--- config.mk ---
export PLATFORM = sky130hd
export DESIGN_NAME = alarm_input_cond
export DESIGN_NICKNAME = d
export VERILOG_FILES = /design/src/rtl/alarm_input_cond.sv
export SDC_FILE = /design/constraint.sdc
export NUM_CORES = 1
export LEC_CHECK = 0
export BUFFER_PORTS_ARGS = -buffer_cell sky130_fd_sc_hd__buf_2
export CAP_MARGIN = 25
export CORE_MARGIN = 5
export CORE_UTILIZATION = 30
export DETAILED_ROUTE_END_ITERATION = 8
export PLACE_DENSITY_LB_ADDON = 0.05
export SLEW_MARGIN = 20
export SYNTH_ARGS = -nofsm -noshare
export SYNTH_HDL_FRONTEND = slang
export SYNTH_SLANG_ARGS = --single-unit
--- constraint.sdc ---
create_clock -name clk -period 2.05 [get_ports clk]
set_input_delay 0.5125 -clock clk [delete_from_list [all_inputs] [get_ports clk]]
set_output_delay 0.5125 -clock clk [all_outputs]
set_load 0.02 [all_outputs]
--- src/rtl/alarm_input_cond.sv ---
// alarm_input_cond
//   Conditions the raw alarm-panel inputs for the alarm controller:
//   synchronizes the sensor contact and three push buttons, generates the
//   0.1 s tick, debounces every input on tick samples and turns button
//   presses into prioritised one-cycle pulses.
//
// Ports
//   clk         system clock
//   rst         synchronous active-high reset
//   raw_sensor  asynchronous sensor contact
//   raw_start   asynchronous arm button (high = pressed)
//   raw_cancel  asynchronous cancel button (high = pressed)
//   raw_test    asynchronous test button (high = pressed)
//   tick        one-cycle 0.1 s enable
//   sensor_o    debounced sensor level
//   start_p     one-cycle arm pulse
//   cancel_p    one-cycle cancel pulse
//   test_p      one-cycle test pulse
module alarm_input_cond #(
  parameter int CLK_DIV        = 5000000,
  parameter int DEB_TICKS      = 3,
  parameter int SENS_ON_TICKS  = 2,
  parameter int SENS_OFF_TICKS = 5
) (
  input  logic clk,
  input  logic rst,
  input  logic raw_sensor,
  input  logic raw_start,
  input  logic raw_cancel,
  input  logic raw_test,
  output logic tick,
  output logic sensor_o,
  output logic start_p,
  output logic cancel_p,
  output logic test_p
);

  localparam logic [23:0] DIV_LAST  = 24'(CLK_DIV - 1);
  localparam logic [7:0]  BTN_LAST  = 8'(DEB_TICKS - 1);
  localparam logic [7:0]  SENS_ON_LAST  = 8'(SENS_ON_TICKS - 1);
  localparam logic [7:0]  SENS_OFF_LAST = 8'(SENS_OFF_TICKS - 1);

  typedef enum logic [1:0] {
    RELEASED,
    PRESS_WAIT,
    PRESSED,
    RELEASE_WAIT
  } btn_state_t;

  // Bit 0 sensor, bit 1 start, bit 2 cancel, bit 3 test.
  logic [3:0] raw_vec;
  logic [3:0] sync1_reg;
  logic [3:0] sync2_reg;

  assign raw_vec = {raw_test, raw_cancel, raw_start, raw_sensor};

  always_ff @(posedge clk) begin
    if (rst) begin
      sync1_reg <= '0;
      sync2_reg <= '0;
    end else begin
      sync1_reg <= raw_vec;
      sync2_reg <= sync1_reg;
    end
  end

  // Tick divider
  logic [23:0] divider_reg;

  assign tick = (divider_reg == DIV_LAST);

  always_ff @(posedge clk) begin
    if (rst) begin
      divider_reg <= '0;
    end else if (tick) begin
      divider_reg <= '0;
    end else begin
      divider_reg <= divider_reg + 24'd1;
    end
  end

  // Sensor debouncer: asymmetric thresholds, the one in force depends on
  // the level currently accepted.
  logic       sens_level_reg;
  logic [7:0] sens_cnt_reg;
  logic [7:0] sens_last;

  assign sens_last = sens_level_reg ? SENS_OFF_LAST : SENS_ON_LAST;
  assign sensor_o  = sens_level_reg;

  always_ff @(posedge clk) begin
    if (rst) begin
      sens_level_reg <= 1'b0;
      sens_cnt_reg   <= '0;
    end else if (tick) begin
      if (sync2_reg[0] == sens_level_reg) begin
        sens_cnt_reg <= '0;
      end else if (sens_cnt_reg == sens_last) begin
        sens_level_reg <= ~sens_level_reg;
        sens_cnt_reg   <= '0;
      end else begin
        sens_cnt_reg <= sens_cnt_reg + 8'd1;
      end
    end
  end

  // Button debouncers. The FSM state encodes the debounced level
  // (PRESSED/RELEASE_WAIT = 1). btn_rise is a registered candidate pulse,
  // set only on the PRESS_WAIT -> PRESSED acceptance so that a rejected
  // release glitch (RELEASE_WAIT -> PRESSED) never pulses again.
  logic [2:0] btn_rise;   // 0 start, 1 cancel, 2 test

  genvar gi;
  generate
    for (gi = 0; gi < 3; gi++) begin : g_btn
      btn_state_t state_reg;
      btn_state_t state_next;
      logic [7:0] cnt_reg;
      logic [7:0] cnt_next;
      logic       rise_reg;
      logic       rise_next;
      logic       sample;

      assign sample       = sync2_reg[gi+1];
      assign btn_rise[gi] = rise_reg;

      always_ff @(posedge clk) begin
        if (rst) begin
          state_reg <= RELEASED;
          cnt_reg   <= '0;
          rise_reg  <= 1'b0;
        end else begin
          state_reg <= state_next;
          cnt_reg   <= cnt_next;
          rise_reg  <= rise_next;
        end
      end

      always_comb begin
        state_next = state_reg;
        cnt_next   = cnt_reg;
        rise_next  = 1'b0;
        if (tick) begin
          case (state_reg)
            RELEASED, PRESS_WAIT: begin
              if (!sample) begin
                state_next = RELEASED;
                cnt_next   = '0;
              end else if (cnt_reg == BTN_LAST) begin
                state_next = PRESSED;
                cnt_next   = '0;
                rise_next  = 1'b1;
              end else begin
                state_next = PRESS_WAIT;
                cnt_next   = cnt_reg + 8'd1;
              end
            end
            PRESSED, RELEASE_WAIT: begin
              if (sample) begin
                state_next = PRESSED;
                cnt_next   = '0;
              end else if (cnt_reg == BTN_LAST) begin
                state_next = RELEASED;
                cnt_next   = '0;
              end else begin
                state_next = RELEASE_WAIT;
                cnt_next   = cnt_reg + 8'd1;
              end
            end
            default: begin
              state_next = RELEASED;
              cnt_next   = '0;
            end
          endcase
        end
      end
    end
  endgenerate

  // Priority cancel > start > test; losers are dropped, not queued.
  always_ff @(posedge clk) begin
    if (rst) begin
      start_p  <= 1'b0;
      cancel_p <= 1'b0;
      test_p   <= 1'b0;
    end else begin
      cancel_p <= btn_rise[1];
      start_p  <= btn_rise[0] & ~btn_rise[1];
      test_p   <= btn_rise[2] & ~btn_rise[1] & ~btn_rise[0];
    end
  end

endmodule

* After elaboration in Yosys (flattened, before gate mapping)
Cells that the tools add are included.
** Storage, ports and cells
- Register bits :: 77
- Input port bits :: 6
** Cells by class
- Multiplexer cells :: 33
- Bitwise gates (word level) :: 14
- Reduce and logical (&&, ||, !) cells :: 14
- $add $sub $neg :: 5
- Eq/ne operators :: 15
** Operators with widths (number)
- $mux 8 :: 11
- $pmux 8 s2 :: 3
- $add 8x1->8 const B :: 4
- $add 24x1->24 const B :: 1
- $eq 24x23->1 const B :: 1
- $eq 8x2->1 const B :: 3
- $mux 2 :: 12
- $reduce_or 2->1 :: 7
- $eq 2x2->1 const B :: 6
- $pmux 2 s2 :: 3
- $reduce_or 4->1 :: 3
- $not 1->1 :: 11
- $eq 8x3->1 :: 1
- $eq 2x1->1 const B :: 3
- $logic_not 2->1 :: 3
- $and 1x1->1 :: 3
- $mux 1 :: 3
- $mux 3 :: 1
- $reduce_and 3->1 :: 1
- $eq 1x1->1 :: 1

* Longest topological paths before layout
Gate-level depths: netlist (run 1).
- Depth after elaboration :: 4
- Mapped depth :: 8
- Gate-level depth less buffers :: 7

* Worst setup path before layout (run 1)
OpenSTA, ideal clock, no wires.
- Path kind :: reg2out
- Start :: register divider_reg[6]
- End :: output tick
- Arrival :: 1636 ps
- Slack :: -99 ps
- Stages on the path, launching flop included :: 6
- Data required time :: 1537 ps
- Cell sequence :: dfxtp_1 nor4b_2 nand3_2 or3_1 clkbuf_1 inv_1
** Between the ends
- Longest elaborated chain between the ends :: 1
** Ends and longest elaborated chain
- from (decl) :: line 68 : logic [23:0] divider_reg;
- from (signal assigned) :: line 78 : divider_reg <= divider_reg + 24'd1;
- $eq 24x23->1 :: line 70 : assign tick = (divider_reg == DIV_LAST);
- to (decl) :: line 31 : output logic tick,
No other way between the ends.

* Final worst setup path (run 1)
- Start :: register divider_reg[9]
- End :: output tick
The elaborated chain is that of the path after synthesis.

==> flow_metrics.env, run 1 <==
export IMPL_fin_cells=628
export IMPL_dp_cells=607
export IMPL_hold_class="in -> reg"
export IMPL_htreeDepth=3
export IMPL_fin_ws_ps=-207
export IMPL_setup_viol=5
export IMPL_maxCapViolations=0
export IMPL_grtUsageTotal_pct=12.6
export IMPL_synth_ff_type="dfxtp_1"
export IMPL_end_kind="output port"
export IMPL_die_h_um=118
export IMPL_yosysMostFrequentCell="dfxtp_1"
export IMPL_num_io_pins=11
export IMPL_reg2regPathDepth=6
export IMPL_grt_antenna_before_repair=0
export IMPL_hold_path_depth=2
export IMPL_synth_net_count=431
export IMPL_slew_violations=0
export IMPL_outcome="complete, but fails checks"
export IMPL_min_to="sync1_reg[0]$_SDFF_PP0_"
export IMPL_synthesis_area_mm2=0.00351
export IMPL_num_rows=39
export IMPL_hold_start="raw_sensor"
export IMPL_fin_util_pct=41.5
export IMPL_dp_hpwl_um=5650
export IMPL_die_width_um=118
export IMPL_yosys_warnings=0
export IMPL_min_period_over_period_pct=110
export IMPL_io_buffers=10
export IMPL_synth_area_top_cells="dfxtp_1 42%, nor2_1 6.1%, a21oi_1 4.3%"
export IMPL_pwr_share_comb_pct=3.2
export IMPL_clock_latency_ps=340
export IMPL_clkPwrFrac_pct=47.4
export IMPL_p_leak_nw=1.79
export IMPL_fp_coreArea_mm2=0.0114
export IMPL_gp_congestion=0.764
export IMPL_synth_top_cell_by_area="dfxtp_1"
export IMPL_cts_tree="built"
export IMPL_pre_cts_slack_ps=-46.7
export IMPL_fin_nets=496
export IMPL_drtAntennaViolNets=0
export IMPL_tns_ps=-446
export IMPL_violations="negative setup slack"
export IMPL_rsz0062_at_grt="true"
export IMPL_drive_above_1_share_pct=29.1
export IMPL_p_int_mw=2.33
export IMPL_startpoint_type="flip-flop"
export IMPL_synth_edf_count=0
export IMPL_p_sw_share_pct=21.1
export IMPL_cts_buffers=9
export IMPL_first_iter_violations=124
export IMPL_powerDensity_mw_per_mm2=624
export IMPL_gr_total_overflow=0
export IMPL_ys_seq_area_share_pct=42.2
export IMPL_drtPass1Iterations=4
export IMPL_tightestPinTransition_ps=493
export IMPL_drcViolationCount=0
export IMPL_fill_cells=1179
export IMPL_synth_area_per_cell_um2=8.41
export IMPL_fmax_ghz=0.443
export IMPL_diodes=0
export IMPL_netlist_top_cells_count="74 x dfxtp_1, 57 x nor2_1, 30 x a21oi_1, 30 x nand2_1, 23 x nand3_1"
export IMPL_ir_drop_v=0.000496
export IMPL_die_area_mm2=0.0140
export IMPL_hold_viol_final=0
export IMPL_async_reset_ff_share_pct=0
export IMPL_via_count=3083
export IMPL_synth_cells=417
export IMPL_area_growth_pct=35.0
export IMPL_p_switching_mw=0.625
export IMPL_synth_seq_cells=74
export IMPL_fin_crit_ps=2260
export IMPL_cp_required_ps=1540
export IMPL_worst_setup_path_type="reg -> out"
export IMPL_timing_rr_start="divider_reg[9]$_SDFF_PP0_"
export IMPL_finClkSkew_ps=4.26
export IMPL_worstReg2RegEnd="sens_cnt_reg[5]$_SDFFE_PP0N_"
export IMPL_routed_wirelength_um=8510
export IMPL_whs_ps=388
export IMPL_root_buffer="clkbuf_16"
export IMPL_clkTransAtPathRegs_ps=50
export IMPL_rrSetupSlack_ps=-90
export IMPL_grt_pass1_vias=2972
export IMPL_grt_max_degree=24
export IMPL_initial_utilization_pct=30.7
export IMPL_path_max_fanout=2
export IMPL_via_per_inst=4.91
export IMPL_slew_headroom_pct=66.9
export IMPL_seq_power_share_pct=49.4
export IMPL_netlist_area_leader_share_pct=42.2
export IMPL_arrival_ps=1740
export IMPL_drt_wirelength_per_cell_um=13.6
export IMPL_cts_buffer_depth=2
export IMPL_synth_distinct_cells=39
export IMPL_clock_sinks=74
export IMPL_grt_first_pass_wirelength_um=14400
export IMPL_holdBufCountCts=0
==> critical path, cell delays in order (launching register included) <==
cell and delay [ps]:
dfxtp_2 340, nand2_2 50, or4_1 460, or3_4 400
inv_2 60, buf_6 110
==> cell usage in the layout (no fill, tap or decap), drive strengths merged, types with 5 or more instances in the layout <==
| cell type | n |
|---|---|
| ha | 8 |
| nand3 | 25 |
| nand3b | 9 |
| buf | 70 |
| inv | 12 |
| o21ai | 18 |
| xor2 | 9 |
| mux2i | 6 |
| or3 | 6 |
| a22oi | 5 |
| nand4 | 5 |
| nand2 | 30 |
| nor3 | 11 |
| clkbuf | 14 |
| nor4 | 17 |
| nor2b | 12 |
| nor2 | 57 |
| or4 | 6 |
| dfxtp | 74 |
| and3 | 13 |
| xnor2 | 16 |
| a21oi | 30 |
==> metrics by stage <==
| step | total power [mW] | instance area [um^2] |
|---|---|---|
| 2_1_floorplan | 1.54 | 3520 |
| 5_1_grt | 3.09 | 4730 |
| 3_5_place_dp | 1.58 | 4090 |
| 6_report | 2.96 | 4730 |
| 4_1_cts | 3.02 | 4470 |
| 3_3_place_gp | 1.58 | 4090 |
==> layout make-up <==
class                           instances  area, um^2  area share [%]
Sequential cell                        74        1490            31.4
Clock buffer                           14         254            5.37
Multi-Input combinational cell        314        2190            46.2
Timing Repair Buffer                   71         582            12.3
Tap cell                              143         179            3.78
Inverter                               12        45.0           0.952
==> power groups by stage <==
stage	Sequential, mW	Clock [mW]	Combinational [mW]
after floorplan	1.49	0	0.0510
after global placement	1.49	0	0.0885
after detailed placement	1.49	0	0.0872
after CTS	1.46	1.47	0.0876
after global routing	1.46	1.52	0.107
final	1.46	1.40	0.0959
==> cells by family after synthesis <==
kind of cell    Yosys count  share of synthesized area [%]
simple gates            210                           32.5
flops                    74                           42.2
compound gates           64                           11.0
buf+inv                  29                           3.17
xor+xnor                 25                           6.24
fa+ha+maj                 8                           2.85
mux                       7                           2.03
==> metal layers <==
layer | global-route usage [%] | share of wire, % | wire (um) | vias up
met3 | 3.51 | 2.9 | 244 | 13
met2 | 19.3 | 46 | 3890 | 31
met4 | 5.38 | 2.1 | 183 | 0
met1 | 16.8 | 49 | 4200 | 1438
li1 | - | - | - | 1601
met5 | 0 | 0 | 0 | -
==> how the worst max path moves through the flow <==
stage	from	slack, ps	end
after CTS	divider_reg[9]$_SDFF_PP0_	-250	tick
after global routing	divider_reg[9]$_SDFF_PP0_	-290	tick
after detailed placement	g_btn[1].cnt_reg[0]$_SDFFE_PP0N_	-50	g_btn[1].state_reg[1]$_SDFFE_PP0N_
after floorplan	divider_reg[6]$_SDFF_PP0_	8	tick
final	divider_reg[9]$_SDFF_PP0_	-210	tick
after global placement	g_btn[2].cnt_reg[0]$_SDFFE_PP0N_	3	g_btn[2].state_reg[1]$_SDFFE_PP0N_
==> repair_timing <==
| item | 4_1_cts | 5_1_grt |
|---|---|---|
| pin swaps | 7 | 26 |
| buffers inserted | 5 | 6 |
| cloned | 1 | 0 |
| hold endpoints to repair | 0 | 0 |
| gates resized for setup | 18 | 65 |
| endpoints found under the setup margin | 10 | 39 |
Note: power is estimated with default switching activity, not from simulation.
==> inputs of run 2 (changes only) <==
REMOVE_ABC_BUFFERS = 1   (was default)
==> flow_metrics.env, run 2 (same netlist as run 1, synthesis figures left out) <==
export IMPL_hold_path_depth=2
export IMPL_root_buffer="clkbuf_16"
export IMPL_clock_latency_ps=340
export IMPL_grt_max_degree=24
export IMPL_dpl_cell_area_mm2=0.00413
export IMPL_via_count=3144
export IMPL_fin_ws_ps=-220
export IMPL_finClkSkew_ps=4.81
export IMPL_cts_tree="built"
export IMPL_final_area_mm2=0.00484
export IMPL_fin_nets=503
export IMPL_slew_violations=0
export IMPL_arrival_ps=1760
export IMPL_timing_rr_start="divider_reg[18]$_SDFF_PP0_"
export IMPL_hold_class="in -> reg"
export IMPL_first_iter_violations=144
export IMPL_gp_congestion=0.752
export IMPL_clock_sinks=74
export IMPL_fin_crit_ps=2270
export IMPL_final_common_cell="dfxtp_1"
export IMPL_fp_coreArea_mm2=0.0114
export IMPL_htreeDepth=3
export IMPL_min_period_over_period_pct=111
export IMPL_ir_drop_v=0.000492
export IMPL_drtAntennaViolNets=0
export IMPL_slew_headroom_pct=68.0
export IMPL_setup_worst_path_start="divider_reg[18]$_SDFF_PP0_"
export IMPL_rrSetupSlack_ps=-190
export IMPL_num_rows=39
export IMPL_startpoint_type="flip-flop"
export IMPL_grtUsageTotal_pct=12.4
export IMPL_num_io_pins=11
export IMPL_dp_cells=613
export IMPL_maxCapViolations=0
export IMPL_via_per_inst=4.94
export IMPL_drt_wirelength_per_cell_um=13.6
export IMPL_gr_total_overflow=0
export IMPL_grt_antenna_before_repair=0
export IMPL_routed_wirelength_um=8690
export IMPL_fmax_ghz=0.441
export IMPL_outcome="complete, but fails checks"
export IMPL_diodes=0
export IMPL_rsz0062_at_grt="true"
export IMPL_hold_start="raw_test"
export IMPL_grt_pass1_vias=2960
export IMPL_grt_first_pass_wirelength_um=14200
export IMPL_hold_viol_final=0
export IMPL_area_growth_pct=38.0
export IMPL_die_h_um=118
export IMPL_clkTransAtPathRegs_ps=60
export IMPL_drcViolationCount=0
export IMPL_io_buffers=10
export IMPL_powerDensity_mw_per_mm2=691
export IMPL_p_leak_nw=1.86
export IMPL_setup_viol=26
export IMPL_dp_hpwl_um=5760
export IMPL_path_max_fanout=3
export IMPL_cp_required_ps=1540
export IMPL_end_kind="output port"
export IMPL_violations="negative setup slack"
export IMPL_drive_above_1_share_pct=29.8
export IMPL_fin_cells=637
export IMPL_cts_buffer_depth=2
export IMPL_power_mw=3.34
export IMPL_layout_common_cells="65 x dfxtp_1, 60 x buf_4, 57 x nor2_1, 29 x nand2_1, 28 x a21oi_1"
export IMPL_tightestPinTransition_ps=477
export IMPL_initial_utilization_pct=30.7
export IMPL_drtPass1Iterations=4
export IMPL_die_area_mm2=0.0140
export IMPL_fill_cells=1163
export IMPL_holdBufCountCts=0
export IMPL_reg2regPathDepth=7
export IMPL_worst_setup_path_type="reg -> out"
export IMPL_whs_ps=381
export IMPL_die_width_um=118
export IMPL_cts_buffers=9
## run 2: cell count changes in the layout (fill, tap and decap cells not counted), sizes merged
| cell | before | now |
|---|---|---|
| buf | 70 | 76 |
| bufbuf | 1 | 0 |
| bufinv | 0 | 2 |
| clkinv | 0 | 1 |
| clkinvlp | 0 | 1 |
## run 2: area by class of cell
cell class / instances / area (um^2) / area share, %
sequential: 74 / 1490 / 30.9
timing repair buffer: 78 / 637 / 13.2
clock inverter: 4 / 72.6 / 1.50
clock buffer: 12 / 267 / 5.51
tap: 143 / 179 / 3.70
multi-input combinational: 314 / 2150 / 44.3
inverter: 12 / 45.0 / 0.931
## run 2: final timing paths
kind,endpoint
min,sync1_reg[3]$_SDFF_PP0_
max reg2reg,sensor_o$_SDFFE_PP0P_
min reg2reg,test_p$_SDFF_PP0_
max,tick
## run 2: per-layer routing
| layer | part of all wire [%] | track usage [%] | up-vias |
|---|---|---|---|
| met4 | 1.8 | 5.16 | 0 |
| met3 | 3.4 | 4.13 | 13 |
| met5 | 0 | 0 | - |
| li1 | - | - | 1623 |
| met2 | 46 | 18.8 | 43 |
| met1 | 49 | 16.2 | 1465 |
## run 2: metrics by stage
step | setup TNS, ps | util, % | setup slack [ps]
after global placement | 0 | 36.2 | 6.12
after CTS | -1060 | 40.0 | -272
after floorplan | -1410 | - | -190
after detailed placement | -144 | 36.2 | -67.4
final | -1270 | 42.4 | -220
after global routing | -3670 | 42.4 | -298
## run 2: where the power goes
group	switching (mW)	internal, mW
Clock	0.611	1.16
Sequential	0.00638	1.45
Combinational	0.0604	0.0526
## run 2: critical path, cell delays in order (launching register included)
cell and delay (ps):
dfxtp_2 350, nand3_2 80, or4_1 470, or3_4 360, inv_2 60, buf_6 100
## run 2: repair_timing
action,CTS,global route
endpoints found under the hold margin,0,0
pin swaps,5,14
setup buffers,2,4
setup endpoints to repair,6,57
gates resized for setup,19,45
gates cloned,0,3
==> inputs of run 3 (changes only) <==
CORE_UTILIZATION = 25   (was 30)
==> flow_metrics.env, run 3 (same netlist as run 1, synthesis figures left out) <==
export IMPL_num_rows=43
export IMPL_drtPass1Iterations=4
export IMPL_die_width_um=128
export IMPL_fin_util_pct=34.3
export IMPL_die_h_um=128
export IMPL_dp_hpwl_um=5930
export IMPL_cts_buffer_depth=2
export IMPL_worst_path_buf_inv=2
export IMPL_ir_drop_v=0.000323
export IMPL_hold_viol_final=0
export IMPL_via_count=3121
export IMPL_cp_slowest_stage_delay_ps=460
export IMPL_arrival_ps=1750
export IMPL_worst_setup_path_type="reg -> out"
export IMPL_grt_antenna_before_repair=0
export IMPL_grt_first_pass_wirelength_um=14700
export IMPL_rsz0062_at_grt="true"
export IMPL_grt_pass1_vias=3055
export IMPL_grt_max_degree=24
export IMPL_cp_required_ps=1540
export IMPL_drt_wirelength_per_cell_um=12.9
export IMPL_tightestPinTransition_ps=507
export IMPL_violations="negative setup slack"
export IMPL_clkTransAtPathRegs_ps=60
export IMPL_slew_violations=0
export IMPL_hold_class="in -> reg"
export IMPL_fin_nets=501
export IMPL_final_area_mm2=0.00475
export IMPL_fp_coreArea_mm2=0.0138
export IMPL_area_growth_pct=35.4
export IMPL_fin_cells=671
export IMPL_outcome="complete, but fails checks"
export IMPL_gr_total_overflow=0
export IMPL_fill_cells=1422
export IMPL_setup_viol=1
export IMPL_drive_above_1_share_pct=27.3
export IMPL_htreeDepth=3
export IMPL_cp_top_family="simple AND/OR/NAND/NOR gates"
export IMPL_holdBufCountCts=0
export IMPL_drcViolationCount=0
export IMPL_grtUsageTotal_pct=11.2
export IMPL_dpl_cell_area_mm2=0.00419
export IMPL_clock_sinks=74
export IMPL_via_per_inst=4.65
export IMPL_root_buffer="clkbuf_16"
export IMPL_startpoint_type="flip-flop"
export IMPL_cts_buffers=9
export IMPL_initial_utilization_pct=25.4
export IMPL_fmax_ghz=0.443
export IMPL_dp_cells=651
export IMPL_layout_common_cells="66 x dfxtp_1, 60 x buf_4, 57 x nor2_1, 29 x nand2_1, 28 x a21oi_1"
export IMPL_min_period_over_period_pct=110
export IMPL_path_max_fanout=5
export IMPL_finClkSkew_ps=4.94
export IMPL_slowest_stage="or4_1"
export IMPL_rrSetupSlack_ps=60
export IMPL_io_buffers=10
export IMPL_p_leak_nw=1.81
export IMPL_maxCapViolations=0
export IMPL_final_common_cell="dfxtp_1"
export IMPL_diodes=0
export IMPL_first_iter_violations=111
export IMPL_powerDensity_mw_per_mm2=669
export IMPL_drtAntennaViolNets=0
export IMPL_clock_latency_ps=340
export IMPL_end_kind="output port"
export IMPL_gp_congestion=0.745
export IMPL_die_area_mm2=0.0165
export IMPL_slew_headroom_pct=65.9
export IMPL_fin_crit_ps=2260
export IMPL_crit_chain="nand2_2, or4_1, or3_4, inv_2, buf_6"
export IMPL_routed_wirelength_um=8660
export IMPL_cts_tree="built"
export IMPL_fin_ws_ps=-209
export IMPL_num_io_pins=11
==> run 3: what timing repair did <==
item	in CTS	in global routing
resized for setup	14	40
setup endpoints to repair	6	26
pin swaps	1	13
buffers inserted	1	6
==> run 3: metrics by stage <==
| stage | power (mW) | TNS (ps) | worst slack, ps | hold WS, ps |
|---|---|---|---|---|
| 2_1_floorplan | 1.53 | -1410 | -190 | 390 |
| 3_3_place_gp | 1.58 | -17.2 | -8.42 | 423 |
| 3_5_place_dp | 1.58 | -261 | -75.1 | 425 |
| 4_1_cts | 3.24 | -224 | -224 | 361 |
| 5_1_grt | 3.31 | -326 | -278 | 378 |
| 6_report | 3.18 | -209 | -209 | 380 |
==> run 3: path summary, 6_finish.rpt <==
path	endpoint	startpoint	cells after the start
worst max-delay path	tick	divider_reg[8]$_SDFF_PP0_	5
worst min-delay path	sync1_reg[2]$_SDFF_PP0_	raw_cancel	2
worst max register to register	g_btn[1].cnt_reg[1]$_SDFFE_PP0N_	divider_reg[8]$_SDFF_PP0_	6
worst min register to register	test_p$_SDFF_PP0_	g_btn[0].rise_reg$_SDFF_PP0_	1
==> run 3: layout make-up <==
| cell class | instances | area (um^2) | share of cell area [%] |
|---|---|---|---|
| clock buffers | 13 | 270 | 5.69 |
| clock inverters | 2 | 35.0 | 0.738 |
| inverters | 12 | 45.0 | 0.948 |
| multi-input cells | 314 | 2080 | 43.9 |
| flip-flops and latches | 74 | 1490 | 31.4 |
| well taps | 180 | 225 | 4.74 |
| repair buffers | 76 | 599 | 12.6 |
==> run 3: report_power, final <==
part | internal [mW] | total (mW) | leakage [nW] | switching (mW)
Combinational | 0.0427 | 0.0984 | 1.06 | 0.0557
Sequential | 1.45 | 1.46 | 0.602 | 0.00597
Clock | 1.03 | 1.62 | 0.152 | 0.591
Total | 2.53 | 3.18 | 1.81 | 0.653
==> run 3: metal layers <==
layer	global-route usage, %	share of wire, %	vias to the layer above
li1	-	-	1619
met1	14.8	50	1465
met5	0	0	-
met2	17.3	45	25
met3	2.24	2.2	12
met4	5.43	2.2	0
==> run 3: worst reg2reg max path: stages, from the launching register on <==
cell	delay, ps
dfxtp_2	330
nand2_2	60
or4_4	480
or3_4	430
buf_8	150
or3_4	360
a21oi_2	110
